File: src/rtl/link_pkg.sv
// rtl/link_pkg.sv - shared defaults, tx FSM state type and credit-width helper for the upstream link
package link_pkg;

  localparam int LINK_WIDTH         = 32;
  localparam int LINK_CHANNEL_WIDTH = 8;
  localparam int LINK_FIFO_DEPTH    = 4;
  localparam int LINK_CREDITS       = 16;

  typedef enum logic {
    IDLE = 1'b0,
    SEND = 1'b1
  } tx_state_e;

  // Counter must hold every value 0..credits inclusive.
  function automatic int credit_cnt_w(input int credits);
    return $clog2(credits + 1);
  endfunction

endpackage

File: src/rtl/link_tx_fifo.sv
// rtl/link_tx_fifo.sv - synchronous word buffer between the core producer and the tx serializer
//
// Ports:
//   clk, rst          clock, synchronous active-high reset (flushes the buffer)
//   wr_en_i/wr_data_i write request and word; ignored while full
//   rd_en_i           pop the head word; ignored while empty
//   rd_data_o         head word (valid while !empty_o)
//   full_o, empty_o   occupancy flags
module link_tx_fifo #(
  parameter int WIDTH = 32,
  parameter int DEPTH = 4
) (
  input  logic             clk,
  input  logic             rst,
  input  logic             wr_en_i,
  input  logic [WIDTH-1:0] wr_data_i,
  input  logic             rd_en_i,
  output logic [WIDTH-1:0] rd_data_o,
  output logic             full_o,
  output logic             empty_o
);

  localparam int AW = $clog2(DEPTH);

  logic [WIDTH-1:0] mem_q [DEPTH];
  // Extra MSB distinguishes full from empty when the index bits match.
  logic [AW:0]      wr_ptr_q;
  logic [AW:0]      rd_ptr_q;

  assign empty_o   = (wr_ptr_q == rd_ptr_q);
  assign full_o    = (wr_ptr_q[AW] != rd_ptr_q[AW]) &&
                     (wr_ptr_q[AW-1:0] == rd_ptr_q[AW-1:0]);
  assign rd_data_o = mem_q[rd_ptr_q[AW-1:0]];

  always_ff @(posedge clk) begin
    if (rst) begin
      wr_ptr_q <= '0;
      rd_ptr_q <= '0;
    end else begin
      if (wr_en_i && !full_o) begin
        wr_ptr_q <= wr_ptr_q + 1'b1;
      end
      if (rd_en_i && !empty_o) begin
        rd_ptr_q <= rd_ptr_q + 1'b1;
      end
    end
  end

  // Storage needs no reset; the pointers define which entries are live.
  always_ff @(posedge clk) begin
    if (!rst && wr_en_i && !full_o) begin
      mem_q[wr_ptr_q[AW-1:0]] <= wr_data_i;
    end
  end

endmodule

File: src/rtl/link_upstream_tx.sv
// rtl/link_upstream_tx.sv - credit-flow-controlled serializer driving the off-chip DDR link
//
// Buffers core words, then sends each as WIDTH/CHANNEL_WIDTH beats, LSB slice first.
// One credit is consumed per packet; every edge on io_token_i returns one.
// Optional build macro: LINK_UPSTREAM_TX_PARITY_EN adds io_parity_o (even parity of io_data_o).
//
// Ports:
//   clk, rst                   clock, synchronous active-high reset
//   core_data_i/core_valid_i   word from the core
//   core_ready_o               buffer can accept (transfer on valid && ready)
//   io_data_o/io_valid_o       registered beat to the pad stage
//   io_parity_o                (parity build only) registered XOR of io_data_o
//   io_token_i                 credit-return line, already synchronous to clk
//   credit_cnt_o               credits currently held
//   credit_err_o               sticky: a credit came back while already at CREDITS
module link_upstream_tx
  import link_pkg::*;
#(
  parameter int WIDTH         = LINK_WIDTH,
  parameter int CHANNEL_WIDTH = LINK_CHANNEL_WIDTH,
  parameter int FIFO_DEPTH    = LINK_FIFO_DEPTH,
  parameter int CREDITS       = LINK_CREDITS
) (
  input  logic                                  clk,
  input  logic                                  rst,
  input  logic [WIDTH-1:0]                      core_data_i,
  input  logic                                  core_valid_i,
  output logic                                  core_ready_o,
  output logic [CHANNEL_WIDTH-1:0]              io_data_o,
  output logic                                  io_valid_o,
`ifdef LINK_UPSTREAM_TX_PARITY_EN
  output logic                                  io_parity_o,
`endif
  input  logic                                  io_token_i,
  output logic [credit_cnt_w(CREDITS)-1:0]      credit_cnt_o,
  output logic                                  credit_err_o
);

  localparam int NUM_BEATS = WIDTH / CHANNEL_WIDTH;
  localparam int BEAT_W    = (NUM_BEATS > 1) ? $clog2(NUM_BEATS) : 1;
  localparam int CNT_W     = credit_cnt_w(CREDITS);
  localparam logic [BEAT_W-1:0] LAST_BEAT  = BEAT_W'(NUM_BEATS - 1);
  localparam logic [CNT_W-1:0]  CREDIT_MAX = CNT_W'(CREDITS);

  tx_state_e                state_q;
  logic [WIDTH-1:0]         shift_q;
  logic [BEAT_W-1:0]        beat_cnt_q;
  logic [CNT_W-1:0]         credit_q;
  logic                     tok_q;
  logic                     credit_err_q;
  logic                     io_valid_q;
  logic [CHANNEL_WIDTH-1:0] io_data_q;
`ifdef LINK_UPSTREAM_TX_PARITY_EN
  logic                     io_parity_q;
`endif

  logic [WIDTH-1:0]         fifo_rd_data;
  logic                     fifo_full;
  logic                     fifo_empty;
  logic                     fifo_wr;
  logic                     tok_edge;
  logic                     credit_ok;
  logic                     last_beat;
  logic                     launch;
  logic [CHANNEL_WIDTH-1:0] beat_d;

  // Ready is held low during reset so nothing is accepted into a flushing buffer.
  assign core_ready_o = !fifo_full && !rst;
  assign fifo_wr      = core_valid_i && core_ready_o;

  link_tx_fifo #(
    .WIDTH (WIDTH),
    .DEPTH (FIFO_DEPTH)
  ) u_fifo (
    .clk       (clk),
    .rst       (rst),
    .wr_en_i   (fifo_wr),
    .wr_data_i (core_data_i),
    .rd_en_i   (launch),
    .rd_data_o (fifo_rd_data),
    .full_o    (fifo_full),
    .empty_o   (fifo_empty)
  );

  // A token returned this cycle counts immediately, so a zero count can still launch.
  assign tok_edge  = io_token_i ^ tok_q;
  assign credit_ok = (credit_q != '0) || tok_edge;
  assign last_beat = (state_q == SEND) && (beat_cnt_q == LAST_BEAT);
  // Launch from IDLE, or chain straight off the last beat so packets run without a gap.
  assign launch    = !fifo_empty && credit_ok && ((state_q == IDLE) || last_beat);
  // shift_q keeps the not-yet-sent slices with the next one at the LSB end.
  assign beat_d    = launch ? fifo_rd_data[CHANNEL_WIDTH-1:0] : shift_q[CHANNEL_WIDTH-1:0];

  always_ff @(posedge clk) begin
    if (rst) begin
      state_q      <= IDLE;
      shift_q      <= '0;
      beat_cnt_q   <= '0;
      credit_q     <= CREDIT_MAX;
      tok_q        <= 1'b0;
      credit_err_q <= 1'b0;
      io_valid_q   <= 1'b0;
      io_data_q    <= '0;
`ifdef LINK_UPSTREAM_TX_PARITY_EN
      io_parity_q  <= 1'b0;
`endif
    end else begin
      tok_q <= io_token_i;

      // Consume and return in the same cycle cancel out.
      if (launch && !tok_edge) begin
        credit_q <= credit_q - 1'b1;
      end else if (!launch && tok_edge) begin
        if (credit_q == CREDIT_MAX) begin
          credit_err_q <= 1'b1;
        end else begin
          credit_q <= credit_q + 1'b1;
        end
      end

      if (launch) begin
        state_q    <= SEND;
        shift_q    <= fifo_rd_data >> CHANNEL_WIDTH;
        beat_cnt_q <= '0;
        io_valid_q <= 1'b1;
        io_data_q  <= beat_d;
`ifdef LINK_UPSTREAM_TX_PARITY_EN
        io_parity_q <= ^beat_d;
`endif
      end else if ((state_q == SEND) && !last_beat) begin
        shift_q    <= shift_q >> CHANNEL_WIDTH;
        beat_cnt_q <= beat_cnt_q + 1'b1;
        io_valid_q <= 1'b1;
        io_data_q  <= beat_d;
`ifdef LINK_UPSTREAM_TX_PARITY_EN
        io_parity_q <= ^beat_d;
`endif
      end else begin
        // io_data_o simply holds its last beat while idle.
        state_q    <= IDLE;
        io_valid_q <= 1'b0;
      end
    end
  end

  assign io_data_o    = io_data_q;
  assign io_valid_o   = io_valid_q;
  assign credit_cnt_o = credit_q;
  assign credit_err_o = credit_err_q;
`ifdef LINK_UPSTREAM_TX_PARITY_EN
  assign io_parity_o  = io_parity_q;
`endif

endmodule

File: config.mk
export PLATFORM = sky130hd
export DESIGN_NAME = link_upstream_tx
export DESIGN_NICKNAME = d
export VERILOG_FILES = /design/src/rtl/link_pkg.sv /design/src/rtl/link_tx_fifo.sv /design/src/rtl/link_upstream_tx.sv
export SDC_FILE = /design/constraint.sdc
export NUM_CORES = 1
export LEC_CHECK = 0
export CORE_MARGIN = 2
export CORE_UTILIZATION = 35
export DETAILED_ROUTE_END_ITERATION = 8
export SLEW_MARGIN = 5
export SYNTH_ARGS = -nofsm -noshare
export SYNTH_HDL_FRONTEND = slang
export SYNTH_SLANG_ARGS = --single-unit
File: constraint.sdc
create_clock -name clk -period 7.1 [get_ports clk]
set_input_delay 1.775 -clock clk [delete_from_list [all_inputs] [get_ports clk]]
set_output_delay 1.775 -clock clk [all_outputs]
set_load 0.05 [all_outputs]
==> results.sh <==
export IMPL_outcome="completed"
export IMPL_asyncSetResetFlopFracSynth_pct=0
export IMPL_cts_resized=0
export IMPL_cts_sinks=179
export IMPL_power_density_nw_per_um2=363.8
export IMPL_dieHeight_microns=146.8
export IMPL_firstDrtPassIters=4
export IMPL_synth_compound_area_share_pct=8.029
export IMPL_die_area_sq_um=21550
export IMPL_drc_errors=0
export IMPL_grt_max_degree=53
export IMPL_dp_final_hpwl_microns=8710
export IMPL_clk_path_buf_depth=2
export IMPL_ys_seq_area_share_pct=68.16
export IMPL_wl_per_cell_microns=18.14
export IMPL_antenna_found_initial=0
export IMPL_skew_ns=0.007656
export IMPL_cp_max_fo=52
export IMPL_yosys_area_share_simple_pct=7.346
export IMPL_drive_gt1_share_pct=17.21
export IMPL_yosys_area_top_type="edfxtp_1"
export IMPL_ys_warn_count=0
export IMPL_synth_top_cell_area_share_pct=53.86
export IMPL_nets=551
export IMPL_routed_via_density=5.188
export IMPL_cts_hold_fix_buffers=0
export IMPL_synth_edff_count=128
export IMPL_dr_total_vias=4083
export IMPL_ir_worst_vdd_v=0.0001535
export IMPL_antenna_cells=0
export IMPL_synthAdderAreaFrac_pct=1.928
export IMPL_slowest_stage="clkdlybuf4s50_1"
export IMPL_netlist_area_sq_um=7137
export IMPL_worstMarginPinSlew_ns=1.171
export IMPL_core_area_sq_um=20100
export IMPL_ys_top_cells_by_count="edfxtp_1 (128), dfxtp_1 (51), mux4_2 (32)"
export IMPL_cts_htree_levels=4
export IMPL_worst_setup_path_type="in -> out"
export IMPL_finalSetupViolCount=0
export IMPL_die_w_microns=146.8
export IMPL_tritoncts="built"
export IMPL_p_leak_nw=2.715
export IMPL_syn_inst=455
export IMPL_rsz0062_at_grt="no"
export IMPL_clock_latency_ns=0.42
export IMPL_avgSynthCellArea_sq_um=15.69
export IMPL_cts_made_buffers=17
export IMPL_r2r_slack_ns=3.77
export IMPL_worst_setup_path_start_kind="input port"
export IMPL_slew_headroom_pct=21.22
export IMPL_ys_seq_elements=179
export IMPL_ant_nets=0
export IMPL_wirelength_microns=14280
export IMPL_synth_most_common_cell="edfxtp_1"
export IMPL_drtIter0Drc=297
export IMPL_worstPathCellList="buf_2 -> buf_4 -> a31oi_1 -> clkdlybuf4s50_1"
export IMPL_post_route_min_period_ns=5.114
export IMPL_synth_xor_area_share_pct=1.227
export IMPL_ys_flop_type="edfxtp_1"
export IMPL_synth_cell_types=45
export IMPL_area_growth_pct=19.30
export IMPL_globalplace_congestion=0.7326
export IMPL_syn_nets=502
export IMPL_hold_slack_ns=0.4686
export IMPL_synthMuxAreaShare_pct=10.85
export IMPL_post_cts_buffers=0
export IMPL_port_buffers=51
export IMPL_rows=52
export IMPL_grt_ovfl_total=0
export IMPL_max_freq_mhz=195.5
export IMPL_grt_pass1_vias=4119
export IMPL_hp_class="reg -> reg"
export IMPL_path_clk_slew_ns=0.07
export IMPL_gr_usage_all_layers_pct=13.85
export IMPL_hold_viol_final=0
export IMPL_drv_slew=0
export IMPL_crit_path_end_kind="output port"
export IMPL_pin_count=52
export IMPL_critPathMaxStageDelay_ns=0.86
export IMPL_synth_top_family_by_area="multiplexers"
export IMPL_fin_setup_tns_ns=0
export IMPL_start_util_pct=35.50
export IMPL_synthTopCellsByArea="edfxtp_1 (54%), dfxtp_1 (14%), mux4_2 (10%), o211ai_1 (2.7%), a31oi_1 (2.4%)"
export IMPL_cp_arrival_ns=3.34
export IMPL_clock_tree_root_cell="clkbuf_16"
export IMPL_grt_pass1_wl_microns=22920
export IMPL_min_period_over_period_pct=72.03
export IMPL_maxCapViolations=0
export IMPL_crit_required_ns=5.33
## final cells by class
class | instances | area [sq um]
repair buffers | 64 | 603.1
multi-input cells | 235 | 2100
fillers | 1790 | 11590
well taps | 270 | 337.8
inverters | 7 | 26.28
flip-flops and latches | 179 | 4866
clock buffers | 17 | 425.4
clock inverters | 15 | 156.4
## cell usage in the layout (no fill, tap or decap), types with 2 or more instances in the layout
cell             count
edfxtp_1           128
dfxtp_1             50
clkdlybuf4s50_1     50
mux4_2              32
nand2_1             29
a31oi_1             27
o211ai_1            26
nand4_1             25
clkbuf_16           17
buf_4               13
ha_1                11
nor2_1              10
a22o_1               8
xnor2_1              7
a21oi_1              7
inv_1                6
nand2b_1             5
nor3_1               5
and2_1               4
nor2b_1              4
clkinvlp_4           4
inv_6                4
xor2_1               3
mux2_2               3
nand3_1              2
nor4_1               2
o31ai_1              2
mux2i_1              2
a211o_1              2
o21ai_0              2
nand3b_1             2
clkinv_4             2
clkinv_2             2
bufinv_16            2
## report_power, final
group	switching, W	internal (W)	total, W
logic	0.000502	0.000338	0.000841
clock network	0.000398	0.000521	0.000919
registers	0.0000929	0.00124	0.00134
total	0.000993	0.00210	0.00310
## worst paths after layout
path                                     start                            to  depth (start not counted)
setup / recovery                           rst                  core_ready_o                          4
hold / removal        shift_q[12]$_SDFFE_PP0P_       shift_q[4]$_SDFFE_PP0P_                          2
setup reg to reg  credit_cnt_o[1]$_SDFFE_PP0P_  credit_cnt_o[4]$_SDFFE_PP1P_                         12
hold reg to reg       shift_q[12]$_SDFFE_PP0P_       shift_q[4]$_SDFFE_PP0P_                          2
## registers in the layout, indices dropped and copies added, names as in the netlist, 2 cells and up, named ones only
name and flops:
io_data_o 8, credit_cnt_o 5, beat_cnt_q 2, u_fifo.rd_ptr_q 3, u_fifo.mem_q 128, shift_q 24, u_fifo.wr_ptr_q 3
## critical path, delay by kind of cell
| kind | cells | cell delay [ns] |
|---|---|---|
| AOI/OAI and AO/OA | 1 | 0.32 |
| buffers and inverters | 3 | 1.24 |
## logic make-up (layout without fill, tap and decap cells)
| family | after synthesis | in the layout |
|---|---|---|
| AO/OA/AOI/OAI | 80 | 80 |
| AND/OR/NAND/NOR | 97 | 97 |
| XOR/XNOR | 10 | 10 |
| flip-flops | 179 | 179 |
| buffers and inverters | 41 | 103 |
| adder cells (fa/ha/maj) | 11 | 11 |
| multiplexers | 37 | 37 |
## routing by layer
| metal | global-route usage (%) | part of all wire, % | up-vias |
|---|---|---|---|
| met3 | 3.540 | 4.2 | 12 |
| met5 | 0 | 0 | - |
| met2 | 23.54 | 51 | 90 |
| met1 | 17.75 | 44 | 2071 |
| li1 | - | - | 1910 |
| met4 | 3.641 | 0.81 | 0 |
## through the flow
| step | total power [W] | setup slack, ns | cells | area [sq um] | util [%] |
|---|---|---|---|---|---|
| final | 0.003098 | 1.986 | 787 | 8514 | 42.35 |
| after global routing | 0.003242 | 1.936 | 787 | 8514 | 42.35 |
| after CTS | 0.003122 | 1.993 | 787 | 8514 | 42.35 |
| after detailed placement | 0.002206 | 1.992 | 755 | 7933 | 39.46 |
| after global placement | 0.002178 | 2.023 | 755 | 7933 | 39.46 |
| after floorplan | 0.001953 | 2.708 | 455 | 7137 | - |
Note: power is estimated with default switching activity, not from simulation.
